**config.mk**
```make
export PLATFORM = sky130hd
export DESIGN_NAME = r5p_mouse_soc_reset_ctrl_flat
export DESIGN_NICKNAME = d
export VERILOG_FILES = /design/src/rtl/r5p_mouse_soc_reset_ctrl_if.sv /design/src/rtl/r5p_mouse_soc_reset_ctrl.sv /design/src/flat_wrapper.sv
export SDC_FILE = /design/constraint.sdc
export NUM_CORES = 1
export LEC_CHECK = 0
export CORE_MARGIN = 3
export CORE_UTILIZATION = 35
export CTS_CLUSTER_DIAMETER = 150
export DETAILED_ROUTE_END_ITERATION = 8
export HOLD_SLACK_MARGIN = 0.06
export PLACE_DENSITY_LB_ADDON = 0.05
export SYNTH_ARGS = -nofsm -noshare
export SYNTH_HDL_FRONTEND = slang
export SYNTH_SLANG_ARGS = --single-unit
```
**constraint.sdc**
```tcl
create_clock -name clk -period 4.6 [get_ports clk]
set_input_delay 1.15 -clock clk [delete_from_list [all_inputs] [get_ports clk]]
set_output_delay 1.15 -clock clk [all_outputs]
set_load 0.005 [all_outputs]
```
**src/rtl/r5p_mouse_soc_reset_ctrl_if.sv**
```systemverilog
// Reset request / status bundle between the board-side requesters and the SoC reset sequencer.
interface r5p_mouse_soc_reset_ctrl_if;
  logic       btn_i;
  logic       sw_req;
  logic       soc_rst;
  logic [1:0] rst_cause;
  logic [7:0] rst_cnt;

  modport master (
    output btn_i,
    output sw_req,
    input  soc_rst,
    input  rst_cause,
    input  rst_cnt
  );

  modport slave (
    input  btn_i,
    input  sw_req,
    output soc_rst,
    output rst_cause,
    output rst_cnt
  );
endinterface

```
**src/rtl/r5p_mouse_soc_reset_ctrl.sv**
```systemverilog
// SoC reset sequencer: merges POR, debounced button and software requests into one
// minimum-length synchronous reset, and records the last cause plus a saturating count.
//
// state    | meaning
// HOLD     | soc_rst high, hold counter running down to release
// WAIT_REL | soc_rst high until the debounced button is released
// RUN      | soc_rst low, SoC running
module r5p_mouse_soc_reset_ctrl #(
  parameter int unsigned SYNC_FF  = 2,
  parameter int unsigned DEB_CNT  = 270000,
  parameter int unsigned HOLD_CNT = 16,
  parameter logic        BTN_ACT  = 1'b1
) (
  input logic                        clk,
  input logic                        rst,
  r5p_mouse_soc_reset_ctrl_if.slave  bus
);

  localparam int unsigned DW = $clog2(DEB_CNT + 1);
  localparam int unsigned HW = $clog2(HOLD_CNT + 1);

  localparam logic [DW-1:0] DEB_MAX = DW'(DEB_CNT);
  localparam logic [HW-1:0] HOLD_LD = HW'(HOLD_CNT);
  localparam logic [HW-1:0] HOLD_ONE = HW'(1);

  localparam logic [1:0] CAUSE_POR = 2'd0;
  localparam logic [1:0] CAUSE_BTN = 2'd1;
  localparam logic [1:0] CAUSE_SW  = 2'd2;

  typedef enum logic [1:0] {
    HOLD     = 2'd0,
    WAIT_REL = 2'd1,
    RUN      = 2'd2
  } state_t;

  logic              btn_pressed;
  logic [SYNC_FF-1:0] sync_q;
  logic              sync_lvl;
  logic              deb_lvl;
  logic [DW-1:0]     deb_cnt;
  logic              deb_flip;
  logic              press_flip;
  logic              release_flip;

  state_t            state;
  logic [HW-1:0]     hold_cnt;
  logic              soc_rst_q;
  logic [1:0]        cause_q;
  logic [7:0]        cnt_q;
  logic [7:0]        cnt_inc;

  // Normalise polarity so 1 always means pressed downstream.
  assign btn_pressed = bus.btn_i ^ ~BTN_ACT;
  assign sync_lvl    = sync_q[SYNC_FF-1];

  always_ff @(posedge clk) begin
    if (rst) begin
      sync_q <= '0;
    end else begin
      sync_q <= {sync_q[SYNC_FF-2:0], btn_pressed};
    end
  end

  assign deb_flip     = (sync_lvl != deb_lvl) && (deb_cnt == DEB_MAX);
  assign press_flip   = deb_flip && sync_lvl;
  assign release_flip = deb_flip && !sync_lvl;

  always_ff @(posedge clk) begin
    if (rst) begin
      deb_lvl <= 1'b0;
      deb_cnt <= '0;
    end else if (deb_flip) begin
      deb_lvl <= sync_lvl;
      deb_cnt <= '0;
    end else if (sync_lvl != deb_lvl) begin
      deb_cnt <= deb_cnt + DW'(1);
    end else begin
      deb_cnt <= '0;
    end
  end

  assign cnt_inc = (cnt_q == 8'hFF) ? cnt_q : cnt_q + 8'd1;

  // soc_rst is registered alongside the state so it always equals (state != RUN).
  always_ff @(posedge clk) begin
    if (rst) begin
      state     <= HOLD;
      hold_cnt  <= HOLD_LD;
      soc_rst_q <= 1'b1;
      cause_q   <= CAUSE_POR;
      cnt_q     <= 8'd0;
    end else begin
      case (state)
        HOLD: begin
          hold_cnt <= hold_cnt - HOLD_ONE;
          if (press_flip) begin
            state     <= WAIT_REL;
            cause_q   <= CAUSE_BTN;
            soc_rst_q <= 1'b1;
          end else if (hold_cnt == HOLD_ONE) begin
            state     <= RUN;
            soc_rst_q <= 1'b0;
          end else begin
            soc_rst_q <= 1'b1;
          end
        end
        WAIT_REL: begin
          soc_rst_q <= 1'b1;
          if (release_flip) begin
            state    <= HOLD;
            hold_cnt <= HOLD_LD;
          end
        end
        RUN: begin
          if (press_flip) begin
            state     <= WAIT_REL;
            cause_q   <= CAUSE_BTN;
            cnt_q     <= cnt_inc;
            soc_rst_q <= 1'b1;
          end else if (bus.sw_req) begin
            state     <= HOLD;
            hold_cnt  <= HOLD_LD;
            cause_q   <= CAUSE_SW;
            cnt_q     <= cnt_inc;
            soc_rst_q <= 1'b1;
          end else begin
            soc_rst_q <= 1'b0;
          end
        end
        default: begin
          state     <= HOLD;
          hold_cnt  <= HOLD_LD;
          soc_rst_q <= 1'b1;
        end
      endcase
    end
  end

  assign bus.soc_rst   = soc_rst_q;
  assign bus.rst_cause = cause_q;
  assign bus.rst_cnt   = cnt_q;

endmodule

```
**src/flat_wrapper.sv**
```systemverilog
// flat-port wrapper written by rule: the top's interface ports become plain ports
module r5p_mouse_soc_reset_ctrl_flat 
#(
  parameter int unsigned SYNC_FF  = 2,
  parameter int unsigned DEB_CNT  = 270000,
  parameter int unsigned HOLD_CNT = 16,
  parameter logic        BTN_ACT  = 1'b1
)
  (clk, rst, bus_btn_i, bus_sw_req, bus_soc_rst, bus_rst_cause, bus_rst_cnt);
  r5p_mouse_soc_reset_ctrl_if bus_i ();
  input logic clk;
  input logic rst;
  input wire logic [$bits(bus_i.btn_i)-1:0] bus_btn_i;
  input wire logic [$bits(bus_i.sw_req)-1:0] bus_sw_req;
  output wire logic [$bits(bus_i.soc_rst)-1:0] bus_soc_rst;
  output wire logic [$bits(bus_i.rst_cause)-1:0] bus_rst_cause;
  output wire logic [$bits(bus_i.rst_cnt)-1:0] bus_rst_cnt;
  assign bus_i.btn_i = bus_btn_i;
  assign bus_i.sw_req = bus_sw_req;
  assign bus_soc_rst = bus_i.soc_rst;
  assign bus_rst_cause = bus_i.rst_cause;
  assign bus_rst_cnt = bus_i.rst_cnt;
  r5p_mouse_soc_reset_ctrl #(.SYNC_FF(SYNC_FF), .DEB_CNT(DEB_CNT), .HOLD_CNT(HOLD_CNT), .BTN_ACT(BTN_ACT)) u_core (.clk(clk), .rst(rst), .bus(bus_i));
endmodule
```
Word level (Yosys, flattened, before mapping)
Index checks and enable logic that the tools add are counted.
Word-level totals
  memories kept: 0
  input port bits: 4
  register bits after elaboration: 40
  word-level logic and storage cells: 58
  output and inout port bits: 11
  ROM bits: 0
  latch bits: 0
  bits in writable memories: 0
Operators by class
  equal/unequal tests: 12
  muxes and demuxes: 22
  magnitude comparators: 0
  multipliers: 0
  shift operators: 0
  reductions and logical operators: 12
  $add $sub $neg: 3
  div/mod/pow operators: 0
  bitwise logic cells: 1
Operators with widths (count)
  8-bit two-way mux: 3
  19-bit by 1-bit adder with 19-bit output (second input constant): 1
  19-bit equality test (second input constant): 1
  2-bit two-way mux: 8
  5-bit two-way mux: 3
  5-bit case mux with 3 select lines: 1
  3-bit AND reduction: 3
  8-bit by 1-bit adder with 8-bit output (second input constant): 1
  8-bit equality test (second input constant): 1
  2-bit case mux with 3 select lines: 1
  5-bit by 1-bit equality test with 1-bit output (second input constant): 1
  5-bit by 1-bit subtractor with 5-bit output (second input constant): 1
  1-bit two-way mux: 4
  2-bit by 1-bit inequality test with 1-bit output (second input constant): 2
  2-bit inequality test (second input constant): 2
  2-bit case mux with 2 select lines: 1
  2-bit nonzero test: 2
  1-bit logical AND: 3
  3-bit by 1-bit inequality test with 1-bit output (second input constant): 1
  3-bit by 2-bit inequality test with 1-bit output (second input constant): 1
  3-bit OR reduction: 1
  2-bit by 1-bit equality test with 1-bit output (second input constant): 1
  2-bit equality test (second input constant): 1
  2-bit logical NOT: 1
  other kinds (5): 5

Depth between registers and ports, before layout
Gate-level depths: netlist (run 1).
  depth after elaboration: 5
  gate-level depth with buffers: 8
  gate-level depth less buffers: 7

Least setup slack after synthesis (run 1)
No wires, ideal clock.
  kind: input port to flip-flop
  start point: in bus_sw_req
  end point: reg u_core.cnt_q[6] (netlist: u_core.bus.rst_cnt[6])
  slack: 2.459 ns
  required time: 4.477 ns
  arrival time: 2.018 ns
  stages: 5
  setup time: 0.123 ns
  buffers on the path: 1
  cells stage by stage: inv_1 > o31a_1 > buf_6 > nor4_1 > mux2_1
On the way
  word-level cells in the longest chain between the ends: 2
RTL lines
  from (decl): RTL line flat_wrapper.sv:14  | input wire logic [$bits(bus_i.sw_req)-1:0] bus_sw_req;
  2-bit nonzero test (no line)
  2-bit AND reduction (no line)
  to (signal assigned): RTL line r5p_mouse_soc_reset_ctrl.sv:118  | cnt_q <= cnt_inc;
  to (signal assigned): RTL line r5p_mouse_soc_reset_ctrl.sv:124  | cnt_q <= cnt_inc;
  to (decl): RTL line r5p_mouse_soc_reset_ctrl.sv:49  | logic [7:0] cnt_q;
Every way passes these cells.
A chain may end at the register's enable or synchronous reset.

Final worst setup path (run 1)
  start point: in bus_sw_req
  end point: reg u_core.hold_cnt[2]
On the way
  word-level cells in the longest chain between the ends: 2
RTL lines
  2-bit inequality test (no line)
  3-bit AND reduction (no line)
  to (signal assigned): RTL line r5p_mouse_soc_reset_ctrl.sv:95  | hold_cnt <= hold_cnt - HOLD_ONE;
  to (decl): RTL line r5p_mouse_soc_reset_ctrl.sv:46  | logic [HW-1:0] hold_cnt;
Every way passes these cells.

==> results.py, run 1 <==
metrics = {
    "status": {
        "outcome": "completed",
    },
    "cts": {
        "clockRootBuffer": "clkbuf_8",
        "cts_tree": "built",
        "insertion_delay_ns": 0.29,
        "cts-resized-gates": 0,
        "ctsHoldBuffers": 0,
        "cts_max_level": 2,
        "cts_sinks": 40,
        "post_cts_buffers": 0,
        "clkSlewWorstSetupHoldPaths_ns": 0.08,
        "clk_path_buf_depth": 2,
        "cts_buffers": 5,
    },
    "global_routing": {
        "grt_use_total": 0.131,
        "antenna_found_initial": 0,
        "grt-ovfl-total": 0,
        "grt_pass1_vias": 1470,
        "grt_pass1_wl_um": 6440,
        "grt_max_degree": 27,
    },
    "setup_path": {
        "cpMaxStageDelayCell": "clkdlybuf4s50_1",
        "critPathBufInv": 2,
        "crit_chain": "clkdlybuf4s50_1 -> inv_1 -> a22o_1 -> nor3_1 -> a311oi_1",
        "crit_path_end_kind": "register",
        "cp_slowest_stage_delay_ns": 0.50,
        "worstPathRequired_ns": 4.75,
        "crit_family": "buffers and inverters",
        "cp.arrival_ns": 2.62,
        "crit_type": "in -> reg",
        "start_kind": "input port",
        "cp_max_fo": 5,
    },
    "synthesis": {
        "ys_ff_latch": 40,
        "yosys_warnings": 0,
        "yosysSeqAreaShare": 0.437,
        "ys.flop_type": "dfxtp_1",
        "syn-instance-count": 210,
        "synth_cell_types": 38,
        "synthArstFlopShare": 0,
        "avgSynthCellArea_um2": 8.73,
        "synth_edf_count": 0,
        "syn-num-nets": 219,
        "netlist_area_mm2": 0.00183,
    },
    "timing": {
        "relSlewSlack": 0.201,
        "fmax_mhz": 404,
        "setup_tns_ns": 0,
        "final_max_slew_viol_count": 0,
        "min_period_ns": 2.47,
        "skew_ns": 0.00562,
        "setup_viol": 0,
        "rsz0062_at_grt": "no",
        "period_share": 0.538,
        "final_hold_viol_count": 0,
        "tightest_slew_ns": 1.19,
    },
    "power_and_ir_drop": {
        "leakagePower_uw": 0.000702,
        "powerDensity_mw_per_mm2": 301,
        "ir_drop_mv": 0.108,
    },
    "final_layout": {
        "syn2layout_area_growth_pct": 15.7,
        "finalNetCount": 235,
        "layout-drive-gt1-share": 0.0529,
        "antenna_cells": 0,
        "final_cell_mix": "dfxtp_1, nor2_1, nand2_1",
        "final_common_cell": "dfxtp_1",
        "stdcell_area_mm2": 0.00212,
        "fin_util": 0.435,
    },
    "placed_design": {
        "place_area_mm2": 0.00203,
        "globalplace.congestion": 0.754,
        "dp_hpwl_um": 2600,
        "port_buffers": 14,
    },
    "job": {
        "cap_violations": 0,
    },
    "floorplan": {
        "fp.dieH_um": 78.4,
        "die_w_um": 78.4,
        "die_area_mm2": 0.00614,
        "core_mm2": 0.00488,
        "initial_core_util": 0.376,
        "ios": 15,
        "fp-row-count": 25,
    },
    "route": {
        "num_vias": 1523,
        "drc": 0,
        "drt-total-wl_um": 3660,
        "viasPerCell": 5.18,
        "ant_nets": 0,
        "dr.pass1.iters": 4,
        "drt_iter0_drc": 46,
        "wl_per_cell_um": 12.4,
    },
    "hold_path": {
        "hold_path.class": "reg -> reg",
    },
}
==> cell type report <==
cell class                      count  area (um^2)
Multi-Input combinational cell    156          971
Clock inverter                      3         18.8
Clock buffer                        5         68.8
Timing Repair Buffer               15          148
Sequential cell                    40          801
Fill cell                         497         2760
Tap cell                           67         83.8
Inverter                            8         30.0
==> cells by family after synthesis <==
family | after synthesis | synth area share
mux | 3 | 0.0171
buf+inv | 14 | 0.0334
xor+xnor | 18 | 0.0860
fa+ha+maj | 5 | 0.0341
flops | 40 | 0.437
simple gates | 102 | 0.289
compound gates | 28 | 0.104
==> worst register-to-register path: cells and delay by family, from the launching register on <==
| kind | cells | cell delay, ns |
|---|---|---|
| AOI/OAI and AO/OA | 1 | 0.52 |
| and+or+nand+nor | 3 | 1.02 |
| DFF | 1 | 0.36 |
| muxes | 1 | 0.35 |
==> flip-flops by register name, indices dropped and copies added, names as in the netlist <==
name                  count
u_core.bus.rst_cause      2
u_core.bus.rst_cnt        8
u_core.bus.soc_rst        1
u_core.deb_cnt           19
u_core.deb_lvl            1
u_core.hold_cnt           5
u_core.state              2
u_core.sync_q             2
==> final timing paths <==
| check | startpoint | end | slack (ns) | depth (start not counted) |
|---|---|---|---|---|
| setup / recovery | bus_sw_req | u_core.hold_cnt[2] | 2.13 | 5 |
| setup reg to reg | u_core.deb_cnt[6] | u_core.bus.rst_cnt[6] | 2.25 | 5 |
| hold / removal | u_core.sync_q[0] | u_core.sync_q[1] | 0.45 | 1 |
| hold reg to reg | u_core.sync_q[0] | u_core.sync_q[1] | 0.45 | 1 |
==> cell usage after synthesis (4+ instances only) <==
library cell | instances | share of area
nand3_1 | 10 | 0.027
nor4_1 | 5 | 0.017
o31ai_1 | 5 | 0.020
xor2_1 | 11 | 0.053
clkbuf_1 | 4 | 0.0082
nor2_1 | 32 | 0.066
nand4_1 | 6 | 0.020
inv_1 | 8 | 0.016
a21oi_1 | 10 | 0.027
nor3_1 | 5 | 0.014
ha_1 | 5 | 0.034
dfxtp_1 | 40 | 0.44
xnor2_1 | 7 | 0.033
nand2_1 | 16 | 0.033
nor2b_1 | 5 | 0.017
nand2b_1 | 6 | 0.020
==> through the flow <==
step / cells / total power, uW / hold slack, ns / setup slack [ns]
finish: 294 / 638 / 0.447 / 2.13
CTS: 294 / 650 / 0.447 / 2.14
global route: 294 / 668 / 0.474 / 2.02
floorplan: 210 / 404 / 0.414 / 2.46
detailed placement: 286 / 416 / 0.427 / 1.82
global placement: 286 / 414 / 0.421 / 1.88
==> metal layers <==
| layer | vias up | wire [um] | GRT usage |
|---|---|---|---|
| li1 | 768 | - | - |
| met1 | 722 | 1760 | 0.154 |
| met2 | 27 | 1690 | 0.222 |
| met3 | 6 | 138 | 0.0401 |
| met4 | 0 | 67 | 0.0524 |
| met5 | - | 0 | 0 |
==> report_power, final <==
part / switching, uW / internal [uW]
clock: 124 / 106
combinational: 25.4 / 19.7
sequential: 7.96 / 356
Power figures use the tool's default switching activity.
==> inputs of run 2 (changes only) <==
==> constraint.sdc (replaced) <==
create_clock -name clk -period 2.3 [get_ports clk]
set_input_delay 0.575 -clock clk [delete_from_list [all_inputs] [get_ports clk]]
set_output_delay 0.575 -clock clk [all_outputs]
set_load 0.005 [all_outputs]
==> run 2 against run 1 <==
Register-to-register slack got worse by 2.1 ns. Critical path type is now reg -> reg. Clock power increased by 100%. Total power increased by 100%. Largest cell class unchanged. Global-route usage increased by 0.17 points.
==> results.py, run 2 (same netlist as run 1, synthesis figures left out) <==
metrics = {
    "cts": {
        "cts_tree": "built",
        "cts_buffers": 5,
        "clockRootBuffer": "clkbuf_8",
        "clkSlewWorstSetupHoldPaths_ns": 0.07,
        "clk_path_buf_depth": 2,
        "cts_sinks": 40,
        "insertion_delay_ns": 0.28,
        "post_cts_buffers": 0,
        "cts_max_level": 2,
    },
    "global_routing": {
        "grt-ovfl-total": 0,
        "grt_pass1_vias": 1502,
        "grt_pass1_wl_um": 6520,
        "antenna_found_initial": 0,
        "grt_max_degree": 19,
        "grt_use_total": 0.133,
    },
    "floorplan": {
        "die_area_mm2": 0.00614,
        "fp.dieH_um": 78.4,
        "fp-row-count": 25,
        "die_w_um": 78.4,
        "ios": 15,
        "initial_core_util": 0.376,
        "core_mm2": 0.00488,
    },
    "placed_design": {
        "placed_cells": 296,
        "port_buffers": 14,
        "dp_hpwl_um": 2700,
        "pre_cts_ws_ns": 0.0436,
        "globalplace.congestion": 0.757,
    },
    "setup_path": {
        "start_kind": "register",
        "worstPathRequired_ns": 2.52,
        "reg2reg_from": "u_core.deb_cnt[11]",
        "crit_type": "reg -> reg",
        "startpoint": "u_core.deb_cnt[11]",
        "cp_max_fo": 11,
        "cp.arrival_ns": 2.38,
        "crit_path_end_kind": "register",
    },
    "hold_path": {
        "hp-start": "u_core.sync_q[0]",
        "hold_path.class": "reg -> reg",
    },
    "power_and_ir_drop": {
        "p_total_uw": 1290,
        "powerDensity_mw_per_mm2": 584,
        "leakagePower_uw": 0.000764,
        "ir_drop_mv": 0.243,
    },
    "route": {
        "num_vias": 1534,
        "viasPerCell": 5.05,
        "ant_nets": 0,
        "drt_iter0_drc": 87,
        "wl_per_cell_um": 12.1,
        "dr.pass1.iters": 4,
        "drc": 0,
        "drt-total-wl_um": 3690,
    },
    "timing": {
        "final_hold_viol_count": 0,
        "min_period_ns": 2.16,
        "skew_ns": 0.00416,
        "setup_tns_ns": 0,
        "final_max_slew_viol_count": 0,
        "finalWorstSetupSlack_ns": 0.140,
        "tightest_slew_ns": 0.826,
        "relSlewSlack": 0.443,
        "fmax_mhz": 463,
        "period_share": 0.939,
        "setup_viol": 0,
    },
    "final_layout": {
        "regMostFlops": "u_core.deb_cnt",
        "syn2layout_area_growth_pct": 20.8,
        "final_common_cell": "dfxtp_1",
        "stdcell_count": 304,
        "antenna_cells": 0,
        "fin_util": 0.454,
        "layout-drive-gt1-share": 0.0970,
        "finalNetCount": 245,
        "final_cell_mix": "dfxtp_1, nor2_1, nand2_1",
        "largest_reg_flops": 19,
    },
    "job": {
        "cap_violations": 0,
    },
    "status": {
        "outcome": "completed",
    },
}
## run 2: cell types whose count changed in the layout (fill, tap and decap cells not counted)
cell	delta
nor4_1	-1
o31a_1	-1
dfxtp_1	-1
clkinv_4	-1
dfxtp_2	+1
clkinv_2	-2
nor4_2	+1
clkbuf_1	+2
clkbuf_8	+1
o31a_4	+1
buf_4	+10
## run 2: path summary, 6_finish.rpt
kind | end | slack (ns) | cells after the start
setup / recovery | u_core.bus.rst_cnt[4] | 0.14 | 5
hold / removal | u_core.sync_q[1] | 0.43 | 1
setup reg to reg | u_core.bus.rst_cnt[4] | 0.14 | 5
hold reg to reg | u_core.sync_q[1] | 0.43 | 1
## run 2: report_power, final
| part | total [uW] | switching [uW] | internal, uW |
|---|---|---|---|
| clock network | 471 | 226 | 245 |
| logic | 96.5 | 51.4 | 45.1 |
| registers | 727 | 15.0 | 712 |
| total | 1290 | 293 | 1000 |
## run 2: routing by layer
layer / GRT usage / part of all wire / vias up / wire [um]
li1: - / - / 790 / -
met1: 0.158 / 0.46 / 717 / 1710
met2: 0.223 / 0.49 / 23 / 1820
met3: 0.0401 / 0.034 / 4 / 125
met4: 0.0524 / 0.011 / 0 / 42
met5: 0 / 0 / - / 0
## run 2: final cells by class
class	count	area (um^2)
timing repair buffer	25	223
fill	504	2670
clock buffer	8	90.1
tap	67	83.8
inverter	8	30.0
sequential	40	802
multi-input combinational	156	986
## run 2: what timing repair did
| item | 4_1_cts | 5_1_grt |
|---|---|---|
| setup endpoints to repair | 0 | 5 |
| resized for setup | 0 | 4 |
| hold buffers | 0 | 0 |
## run 2: critical path, cell delays in order, from the launching register on
cell and delay [ns]:
dfxtp_1 0.39, nand4_2 0.14, or4_4 0.54, o31a_4 0.36, or4_1 0.52, a21oi_1 0.15
## run 2: metrics by stage
stage                     hold WS [ns]  cell area, um^2
final                            0.435             2210
after CTS                        0.438             2200
after floorplan                  0.414             1830
after detailed placement         0.420             2110
after global routing             0.481             2210
after global placement           0.418             2110
==> inputs of run 3 (changes only) <==
--- a/config.mk
+++ b/config.mk
@@ -11,6 +11,7 @@
 export DETAILED_ROUTE_END_ITERATION = 8
 export HOLD_SLACK_MARGIN = 0.06
 export PLACE_DENSITY_LB_ADDON = 0.05
+export SETUP_SLACK_MARGIN = 0.3
 export SYNTH_ARGS = -nofsm -noshare
 export SYNTH_HDL_FRONTEND = slang
 export SYNTH_SLANG_ARGS = --single-unit
==> constraint.sdc (replaced) <==
create_clock -name clk -period 1.9 [get_ports clk]
set_input_delay 0.475 -clock clk [delete_from_list [all_inputs] [get_ports clk]]
set_output_delay 0.475 -clock clk [all_outputs]
set_load 0.005 [all_outputs]
==> run 3 against run 2 <==
Maximum frequency is 3.2% higher. Cell count up 13%. Sequential cell count stayed put. Via count is 13% higher. Largest cell class unchanged. Global-route usage is 3.1 points higher. Critical path depth increased by 6. The flow now finishes with violations (setup timing). Combinational power increased by 74%. Count of clock-buffer cells in the layout did not move. Hold slack better by 0.0070 ns.
==> results.py, run 3 (same netlist as run 1, synthesis figures left out) <==
metrics = {
    "power_and_ir_drop": {
        "powerDensity_mw_per_mm2": 561,
        "p_int_uw": 1240,
        "switchingPower_uw": 387,
        "p_comb_frac": 0.103,
        "leakagePower_uw": 0.00118,
        "power.share.clock": 0.357,
        "swShare": 0.239,
        "p_total_uw": 1620,
        "p_seq_frac": 0.539,
        "ir_drop_mv": 0.409,
    },
    "timing": {
        "relSlewSlack": 0.687,
        "setup_viol": 34,
        "rsz0062_at_grt": "yes",
        "final_max_slew_viol_count": 0,
        "fin_hold_ws_ns": 0.442,
        "setup_tns_ns": -4.72,
        "period_share": 1.10,
        "finalWorstSetupSlack_ns": -0.194,
        "tightest_slew_ns": 0.467,
        "min_period_ns": 2.09,
        "fmax_mhz": 478,
        "skew_ns": 0.00597,
        "final_hold_viol_count": 0,
    },
    "global_routing": {
        "antenna_found_initial": 0,
        "met2_usage": 0.283,
        "grt_max_degree": 13,
        "use_met3": 0.0470,
        "grt-ovfl-total": 0,
        "grt_most_used_layer": "met2",
        "grt_pass1_vias": 1737,
        "grt_use_total": 0.164,
        "grt_pass1_wl_um": 8030,
        "gr-usage-met1": 0.192,
    },
    "cts": {
        "cts_tree": "built",
        "insertion_delay_ns": 0.29,
        "clockRootBuffer": "clkbuf_8",
        "cts_sinks": 40,
        "cts_max_level": 2,
        "cts_buffers": 5,
        "clkSlewWorstSetupHoldPaths_ns": 0.08,
        "ctsHoldBuffers": 0,
        "clk_path_buf_depth": 2,
    },
    "final_layout": {
        "layout-drive-gt1-share": 0.399,
        "nFillCells": 447,
        "regMostFlops": "u_core.deb_cnt",
        "final_common_cell": "buf_4",
        "final_cell_mix": "buf_4, dfxtp_1, nor2_1",
        "finalNetCount": 284,
        "stdcell_area_mm2": 0.00289,
        "largest_reg_flops": 19,
        "stdcell_count": 343,
        "multi_input_comb_area_mm2": 0.00119,
        "antenna_cells": 0,
        "syn2layout_area_growth_pct": 57.8,
        "seq_area_um2": 828,
    },
    "route": {
        "wl_per_cell_um": 13.7,
        "dr.pass1.iters": 4,
        "drt_iter0_drc": 48,
        "drt-total-wl_um": 4720,
        "ant_nets": 0,
        "drc": 0,
        "viasPerCell": 5.07,
        "num_vias": 1739,
    },
    "placed_design": {
        "place_area_mm2": 0.00229,
        "globalplace.congestion": 0.800,
        "placed_cells": 315,
        "port_buffers": 14,
        "dp_hpwl_um": 3000,
    },
    "setup_path": {
        "crit_type": "reg -> reg",
        "worstPathRequired_ns": 2.09,
        "reg2regPathDepth": 11,
        "start_kind": "register",
        "crit_path_end_kind": "register",
        "cp_max_fo": 5,
        "cp.arrival_ns": 2.28,
    },
    "floorplan": {
        "die_area_mm2": 0.00614,
        "fp-row-count": 25,
        "core_mm2": 0.00488,
        "fp.dieH_um": 78.4,
        "ios": 15,
        "initial_core_util": 0.376,
        "die_w_um": 78.4,
    },
    "hold_path": {
        "hold_path.class": "reg -> reg",
        "min_path_cells": 1,
    },
    "status": {
        "violations": "setup timing",
        "outcome": "finished with violations",
    },
    "job": {
        "cap_violations": 0,
    },
}
-- run 3: cell count changes in the layout (fill, tap and decap cells not counted), sizes merged --
cell	before	now
buf	11	49
clkdlybuf4s50	14	3
dlymetal6s2s	0	6
dlygate4sd2	0	5
o31a	2	3
-- run 3: area by class of cell --
class | instances | share of cell area
Multi-Input combinational cell | 157 | 0.413
Sequential cell | 40 | 0.286
Tap cell | 67 | 0.0290
Timing Repair Buffer | 63 | 0.230
Clock buffer | 8 | 0.0311
Inverter | 8 | 0.0104
-- run 3: worst paths after layout --
path	start	to	slack [ns]
min reg2reg	u_core.sync_q[0]	u_core.sync_q[1]	0.44
max	u_core.deb_cnt[0]	u_core.deb_cnt[6]	-0.19
min	u_core.sync_q[0]	u_core.sync_q[1]	0.44
max reg2reg	u_core.deb_cnt[0]	u_core.deb_cnt[6]	-0.19
-- run 3: metal layers --
layer | share of wire | vias to the layer above
li1 | - | 876
met1 | 0.44 | 826
met2 | 0.51 | 29
met3 | 0.036 | 8
met4 | 0.017 | 0
met5 | 0 | -
-- run 3: per-stage QoR --
stage	worst slack, ns	util
finish	-0.194	0.593
global route	-0.231	0.593
CTS	-0.165	0.550
detailed placement	-0.174	0.469
global placement	-0.136	0.469
floorplan	-0.145	-
-- run 3: worst max-delay path, cell delays in order, from the launching register on --
cell and delay (ns):
dfxtp_2 0.33, inv_2 0.04, ha_2 0.15, nand2_1 0.06, or4_4 0.45, buf_6 0.15
or3_4 0.36, nand2_4 0.08, buf_6 0.12, buf_12 0.10, buf_16 0.12, nor2_2 0.04
-- run 3: what timing repair did --
| item | CTS | global route |
|---|---|---|
| setup buffers | 9 | 7 |
| endpoints found under the setup margin | 48 | 42 |
| pin swaps | 5 | 10 |
| cloned | 4 | 0 |
| resized for setup | 35 | 47 |
-- run 3: power by group through the flow --
stage	clock [uW]	combinational, uW	sequential [uW]
after global placement	0	119	897
after CTS	606	156	880
final	580	168	875
after detailed placement	0	126	899
after global routing	655	182	879
after floorplan	0	84.5	895
